--- config.mk ---
export PLATFORM = sky130hd
export DESIGN_NAME = mem_access_unit
export DESIGN_NICKNAME = d
export VERILOG_FILES = /design/src/rtl/mem_pkg.sv /design/src/rtl/lane_align.sv /design/src/rtl/mem_access_unit.sv
export SDC_FILE = /design/constraint.sdc
export NUM_CORES = 1
export LEC_CHECK = 0
export CORE_MARGIN = 2
export CORE_UTILIZATION = 44
export CTS_BUF_LIST = sky130_fd_sc_hd__clkbuf_16
export DETAILED_ROUTE_END_ITERATION = 10
export PLACE_DENSITY = 0.76
export SLEW_MARGIN = 30
export SYNTH_ARGS = -nofsm -noshare
export SYNTH_HDL_FRONTEND = slang
export SYNTH_HIERARCHICAL = 1
export SYNTH_SLANG_ARGS = --single-unit
--- constraint.sdc ---
create_clock -name clk -period 4.9 [get_ports clk]
set_input_delay 1.47 -clock clk [delete_from_list [all_inputs] [get_ports clk]]
set_output_delay 1.47 -clock clk [all_outputs]
set_load 0.05 [all_outputs]
--- src/rtl/mem_pkg.sv ---
// Shared types and constants for the load/store sequencer.
package mem_pkg;

  localparam int unsigned WORD_BYTES = 4;

  localparam logic [2:0] F3_B  = 3'b000;
  localparam logic [2:0] F3_H  = 3'b001;
  localparam logic [2:0] F3_W  = 3'b010;
  localparam logic [2:0] F3_BU = 3'b100;
  localparam logic [2:0] F3_HU = 3'b101;

  typedef enum logic [1:0] {
    IDLE  = 2'd0,
    READ  = 2'd1,
    WRITE = 2'd2,
    RESP  = 2'd3
  } state_t;

  // Legal funct3 for the direction, with natural alignment of the access.
  function automatic logic f3_legal(input logic we, input logic [2:0] f3,
                                    input logic [1:0] off);
    logic ok;
    case (f3)
      F3_B:    ok = 1'b1;
      F3_H:    ok = ~off[0];
      F3_W:    ok = (off == 2'b00);
      F3_BU:   ok = ~we;
      F3_HU:   ok = ~we & ~off[0];
      default: ok = 1'b0;
    endcase
    return ok;
  endfunction

endpackage

--- src/rtl/lane_align.sv ---
// Byte-lane steering: store merge into an old word and load extract/extend.
import mem_pkg::*;

module lane_align (
  input  logic [31:0] old_word,
  input  logic [31:0] wdata,
  input  logic [1:0]  size,
  input  logic [1:0]  off,
  output logic [31:0] new_word,
  input  logic [31:0] rd_word,
  input  logic [2:0]  funct3,
  output logic [31:0] ld_data
);

  logic [1:0]  lane;
  logic [7:0]  byte_v;
  logic [15:0] half_v;

  // Store merge: replace only the addressed byte/halfword of the old word.
  always_comb begin
    new_word = old_word;
    lane     = '0;
    for (int unsigned i = 0; i < WORD_BYTES; i++) begin
      lane = 2'(i);
      case (size)
        2'b00:   if (lane == off) new_word[8*i +: 8] = wdata[7:0];
        2'b01:   if (lane[1] == off[1])
                   new_word[8*i +: 8] = lane[0] ? wdata[15:8] : wdata[7:0];
        default: new_word[8*i +: 8] = wdata[8*i +: 8];
      endcase
    end
  end

  // Load extract: pick the lane, then sign- or zero-extend by funct3.
  always_comb begin
    case (off)
      2'd0:    byte_v = rd_word[7:0];
      2'd1:    byte_v = rd_word[15:8];
      2'd2:    byte_v = rd_word[23:16];
      default: byte_v = rd_word[31:24];
    endcase
    half_v = off[1] ? rd_word[31:16] : rd_word[15:0];
    case (funct3)
      F3_B:    ld_data = {{24{byte_v[7]}}, byte_v};
      F3_H:    ld_data = {{16{half_v[15]}}, half_v};
      F3_BU:   ld_data = {24'h0, byte_v};
      F3_HU:   ld_data = {16'h0, half_v};
      default: ld_data = rd_word;
    endcase
  end

endmodule

--- src/rtl/mem_access_unit.sv ---
// Multi-cycle load/store sequencer in front of a word-wide data RAM.
import mem_pkg::*;

module mem_access_unit #(
  parameter int WIDTH = 32
) (
  input  logic             clk,
  input  logic             rst_n,
  input  logic             req_valid,
  output logic             req_ready,
  input  logic             req_we,
  input  logic [2:0]       req_funct3,
  input  logic [WIDTH-1:0] req_addr,
  input  logic [WIDTH-1:0] req_wdata,
  output logic             resp_valid,
  output logic [WIDTH-1:0] resp_rdata,
  output logic             resp_err,
  output logic             Data_WE,
  output logic [WIDTH-1:0] Data_addr,
  output logic [WIDTH-1:0] Data_WD,
  input  logic [WIDTH-1:0] Data_RD
);

  state_t           state;
  logic             we_q;
  logic [2:0]       f3_q;
  logic [WIDTH-1:0] addr_q;
  logic [WIDTH-1:0] wdata_q;
  logic [WIDTH-1:0] old_q;
  logic [WIDTH-1:0] merged;
  logic [WIDTH-1:0] ld_data;

  lane_align u_lane (
    .old_word (old_q),
    .wdata    (wdata_q),
    .size     (f3_q[1:0]),
    .off      (addr_q[1:0]),
    .new_word (merged),
    .rd_word  (Data_RD),
    .funct3   (f3_q),
    .ld_data  (ld_data)
  );

  assign req_ready  = (state == IDLE);
  assign resp_valid = (state == RESP);
  assign Data_WE    = (state == WRITE);
  assign Data_addr  = {addr_q[WIDTH-1:2], 2'b00};
  assign Data_WD    = Data_WE ? merged : '0;

  // Sequencer: request capture, RAM read/write phases, registered response.
  // resp_rdata/resp_err only change on entry to RESP so they hold between responses.
  always_ff @(posedge clk) begin
    if (!rst_n) begin
      state      <= IDLE;
      we_q       <= 1'b0;
      f3_q       <= '0;
      addr_q     <= '0;
      wdata_q    <= '0;
      old_q      <= '0;
      resp_rdata <= '0;
      resp_err   <= 1'b0;
    end else begin
      case (state)
        IDLE: begin
          if (req_valid) begin
            we_q    <= req_we;
            f3_q    <= req_funct3;
            addr_q  <= req_addr;
            wdata_q <= req_wdata;
            if (!f3_legal(req_we, req_funct3, req_addr[1:0])) begin
              state      <= RESP;
              resp_err   <= 1'b1;
              resp_rdata <= '0;
            end else if (req_we && (req_funct3 == F3_W)) begin
              state <= WRITE;
            end else begin
              state <= READ;
            end
          end
        end
        READ: begin
          old_q <= Data_RD;
          if (we_q) begin
            state <= WRITE;
          end else begin
            state      <= RESP;
            resp_rdata <= ld_data;
            resp_err   <= 1'b0;
          end
        end
        WRITE: begin
          state      <= RESP;
          resp_rdata <= '0;
          resp_err   <= 1'b0;
        end
        default: state <= IDLE;
      endcase
    end
  end

endmodule

==> impl_metrics.json <==
{
  "outcome": "complete, no violations",
  "crit_slowest_cell": "clkdlybuf4s50_1",
  "power_mw": 4.69,
  "drt_iter0_drc": 420,
  "p_int_mw": 2.90,
  "synth_flop_cell": "dfxtp_1",
  "grt_pass1_vias": 5766,
  "p_seq_frac": 0.315,
  "via_per_inst": 5.57,
  "clock_power_share": 0.287,
  "port_buffers": 200,
  "grt_util_met3": 0.0722,
  "fin_crit_sh": 0.894,
  "r2r_end": "resp_rdata[0]$_SDFFE_PN0P_",
  "r2r_cells": 5,
  "whs_endpoint": "addr_q[15]$_SDFFE_PN0P_",
  "detailroute.via_count": 6145,
  "layout-drive-gt1-share": 0.0718,
  "die_area_mm2": 0.0159,
  "ys_seq_area_frac": 0.413,
  "drt-pass1-iter-count": 5,
  "power_switching_share": 0.382,
  "cp-start-kind": "flop",
  "die_y_um": 126,
  "switching_power_mw": 1.79,
  "mappedNetlistArea_mm2": 0.00654,
  "critPathTopFamily": "buffers and inverters",
  "syn-instance-count": 769,
  "fin_nets": 1015,
  "min_period_ns": 4.38,
  "wl_per_cell_um": 18.0,
  "use_met2": 0.394,
  "ir_worst_vdd_uv": 350,
  "fp.dieW_um": 126,
  "ant_nets": 0,
  "critPathCaptureType": "output port",
  "postPlaceCellArea_mm2": 0.00836,
  "post_cts_buffers": 0,
  "yosysWarnings": 6,
  "rsz0062_at_grt": "no",
  "insertion_delay_ns": 0.41,
  "r2r_start": "f3_q[1]$_SDFFE_PN0P_",
  "final_cells": 1103,
  "max_cap_violations": 0,
  "syn_avg_cell_area_um2": 8.51,
  "track_usage": 0.244,
  "fmax_mhz": 228,
  "postSynth.asyncResetShare": 0,
  "core_mm2": 0.0145,
  "slew_headroom": 0.373,
  "placementRows": 44,
  "gp_congestion": 0.849,
  "finalClockSkew_ns": 0.00610,
  "tightest_slew_ns": 0.936,
  "setup.worst_path.class": "reg -> out",
  "overflow": 0,
  "grt.busiest_layer": "met2",
  "min_from": "addr_q[15]$_SDFFE_PN0P_",
  "setup_violations": 0,
  "start_util": 0.450,
  "clock-sinks": 135,
  "slowest_delay_ns": 0.81,
  "routed_wl_mm": 19.9,
  "synthDistinctLibCells": 44,
  "path_buf_inv": 1,
  "cp_cell_sequence": "or2_2, a21oi_1, o2bb2ai_1, and2_1, clkdlybuf4s50_1",
  "hold_depth": 2,
  "tns_ns": 0,
  "cts_tree": "done",
  "num_antenna_cells": 0,
  "grt_max_degree": 58,
  "dp_hpwl_mm": 13.7,
  "synth-edff-count": 0,
  "ctsHoldBuffers": 0,
  "hold_viol": 0,
  "final_max_slew_viol_count": 0,
  "hp-class": "reg -> reg",
  "areaGrowthSynthToFinish_pct": 37.1,
  "cts_max_path_buffers": 2,
  "ff2ff_setup_slack_ns": 2.49,
  "num_io_pins": 203,
  "cp.arrival_ns": 2.91,
  "antenna_found_initial": 0,
  "clk_transition_reported_paths_ns": 0.06,
  "synth-seq-cells": 135,
  "crit_path_max_fanout": 8,
  "combPwrFrac": 0.397,
  "required_ns": 3.43,
  "cts_buffers": 17,
  "htree_num_levels": 4,
  "grtUsageMet1": 0.322,
  "p_leak_nw": 3.34,
  "power_density_mw_per_mm2": 523,
  "place_inst": 1073,
  "grt_pass1_wl_mm": 30.9,
  "post-route-cell-area_mm2": 0.00897,
  "cts_resized": 0,
  "ctsRootBufferMaster": "clkbuf_16",
  "drc": 0
}
## power by group through the flow
stage	logic [mW]	registers (mW)	clock network (mW)
6_report	1.86	1.48	1.35
5_1_grt	2.00	1.50	1.42
4_1_cts	1.86	1.48	1.37
3_5_place_dp	1.85	1.50	0
3_3_place_gp	1.83	1.49	0
2_1_floorplan	1.26	1.58	0
## cell usage in the layout (no fill, tap or decap), types with 7 or more instances in the layout
cell,instances
clkdlybuf4s50_1,200
nand2_1,170
dfxtp_1,134
a21oi_1,85
a22o_1,41
mux2i_1,39
nor2_1,35
and2_1,33
clkbuf_16,17
a221o_1,17
a22oi_1,16
inv_1,12
buf_4,12
and3_1,9
mux2_2,9
nand4b_1,8
o311ai_0,8
a221oi_1,8
o2bb2ai_1,8
o221a_2,7
## cell type report
class / count / area, um2
Timing Repair Buffer: 212 / 2090
Clock inverter: 13 / 186
Inverter: 14 / 52.6
Sequential cell: 135 / 2700
Tap cell: 184 / 230
Clock buffer: 17 / 425
Multi-Input combinational cell: 528 / 3280
Fill cell: 1305 / 5570
## tightest hold or removal path, stage by stage (launching register included)
cell and delay (ns):
dfxtp_1 0.30, nand2_1 0.05, a21oi_1 0.05
## synth_stat cells, types with 2 or more instances
| master | instances | area [um2] |
|---|---|---|
| a221oi_1 | 8 | 70.1 |
| mux2_2 | 9 | 101 |
| and2_1 | 34 | 213 |
| o2bb2ai_1 | 8 | 70.1 |
| buf_2 | 12 | 60.1 |
| nand4b_1 | 8 | 70.1 |
| a22oi_1 | 16 | 120 |
| dfxtp_1 | 135 | 2700 |
| nand2b_1 | 3 | 18.8 |
| nor3b_1 | 2 | 15.0 |
| inv_1 | 12 | 45.0 |
| buf_1 | 4 | 15.0 |
| buf_4 | 35 | 263 |
| nand2_1 | 171 | 642 |
| o311ai_0 | 8 | 70.1 |
| ha_1 | 4 | 50.1 |
| and3_1 | 9 | 56.3 |
| o221a_2 | 7 | 78.8 |
| a21oi_1 | 86 | 430 |
| nor2b_1 | 4 | 25.0 |
| a221o_1 | 17 | 170 |
| inv_2 | 2 | 7.51 |
| nor3_1 | 2 | 10.0 |
| buf_6 | 5 | 56.3 |
| nor2_1 | 35 | 131 |
| a22o_1 | 41 | 359 |
| clkbuf_1 | 37 | 139 |
| mux2i_1 | 39 | 390 |
## worst max-delay path by stage
| stage | startpoint | to | slack (ns) | cells past startpoint |
|---|---|---|---|---|
| 4_1_cts | addr_q[0]$_SDFFE_PN0P_ | Data_WD[1] | 0.56 | 5 |
| 3_5_place_dp | addr_q[0]$_SDFFE_PN0P_ | Data_WD[28] | 1.01 | 5 |
| 6_report | addr_q[0]$_SDFFE_PN0P_ | Data_WD[28] | 0.52 | 5 |
| 2_1_floorplan | f3_q[1]$_SDFFE_PN0P_ | Data_WD[24] | 1.76 | 5 |
| 5_1_grt | addr_q[1]$_SDFFE_PN0P_ | Data_WD[31] | 0.36 | 6 |
| 3_3_place_gp | f3_q[0]$_SDFFE_PN0P_ | Data_WD[16] | 1.0 | 7 |
## registers in the layout (all words and copies together), names as in the netlist
name and count:
resp_err 1, wdata_q 32, addr_q 32, resp_rdata 32, f3_q 3, old_q 32, state 2, we_q 1
## layer usage
metal	routed length, um	part of all wire	vias to the layer above
li1	-	-	2943
met1	8610	0.43	2909
met2	9220	0.46	266
met3	1670	0.084	27
met4	355	0.018	0
met5	0	0	-
## stage by stage
stage                     hold slack, ns  setup WS [ns]  utilization
after floorplan                    0.436           1.76            -
after global placement             0.441          0.999        0.574
after detailed placement           0.445           1.01        0.575
after CTS                          0.453          0.556        0.617
after global routing               0.471          0.357        0.617
final                              0.451          0.518        0.617
## kinds of logic (layout without fill, tap and decap cells)
family,Yosys count,after routing,share of synthesized area
flops,135,135,0.413
compound gates,201,201,0.223
buf+inv,107,256,0.0895
simple gates,272,272,0.188
mux,49,49,0.0786
other cells,1,2,0.000573
fa+ha+maj,4,4,0.00765
Note: power is estimated with default switching activity, not from simulation.
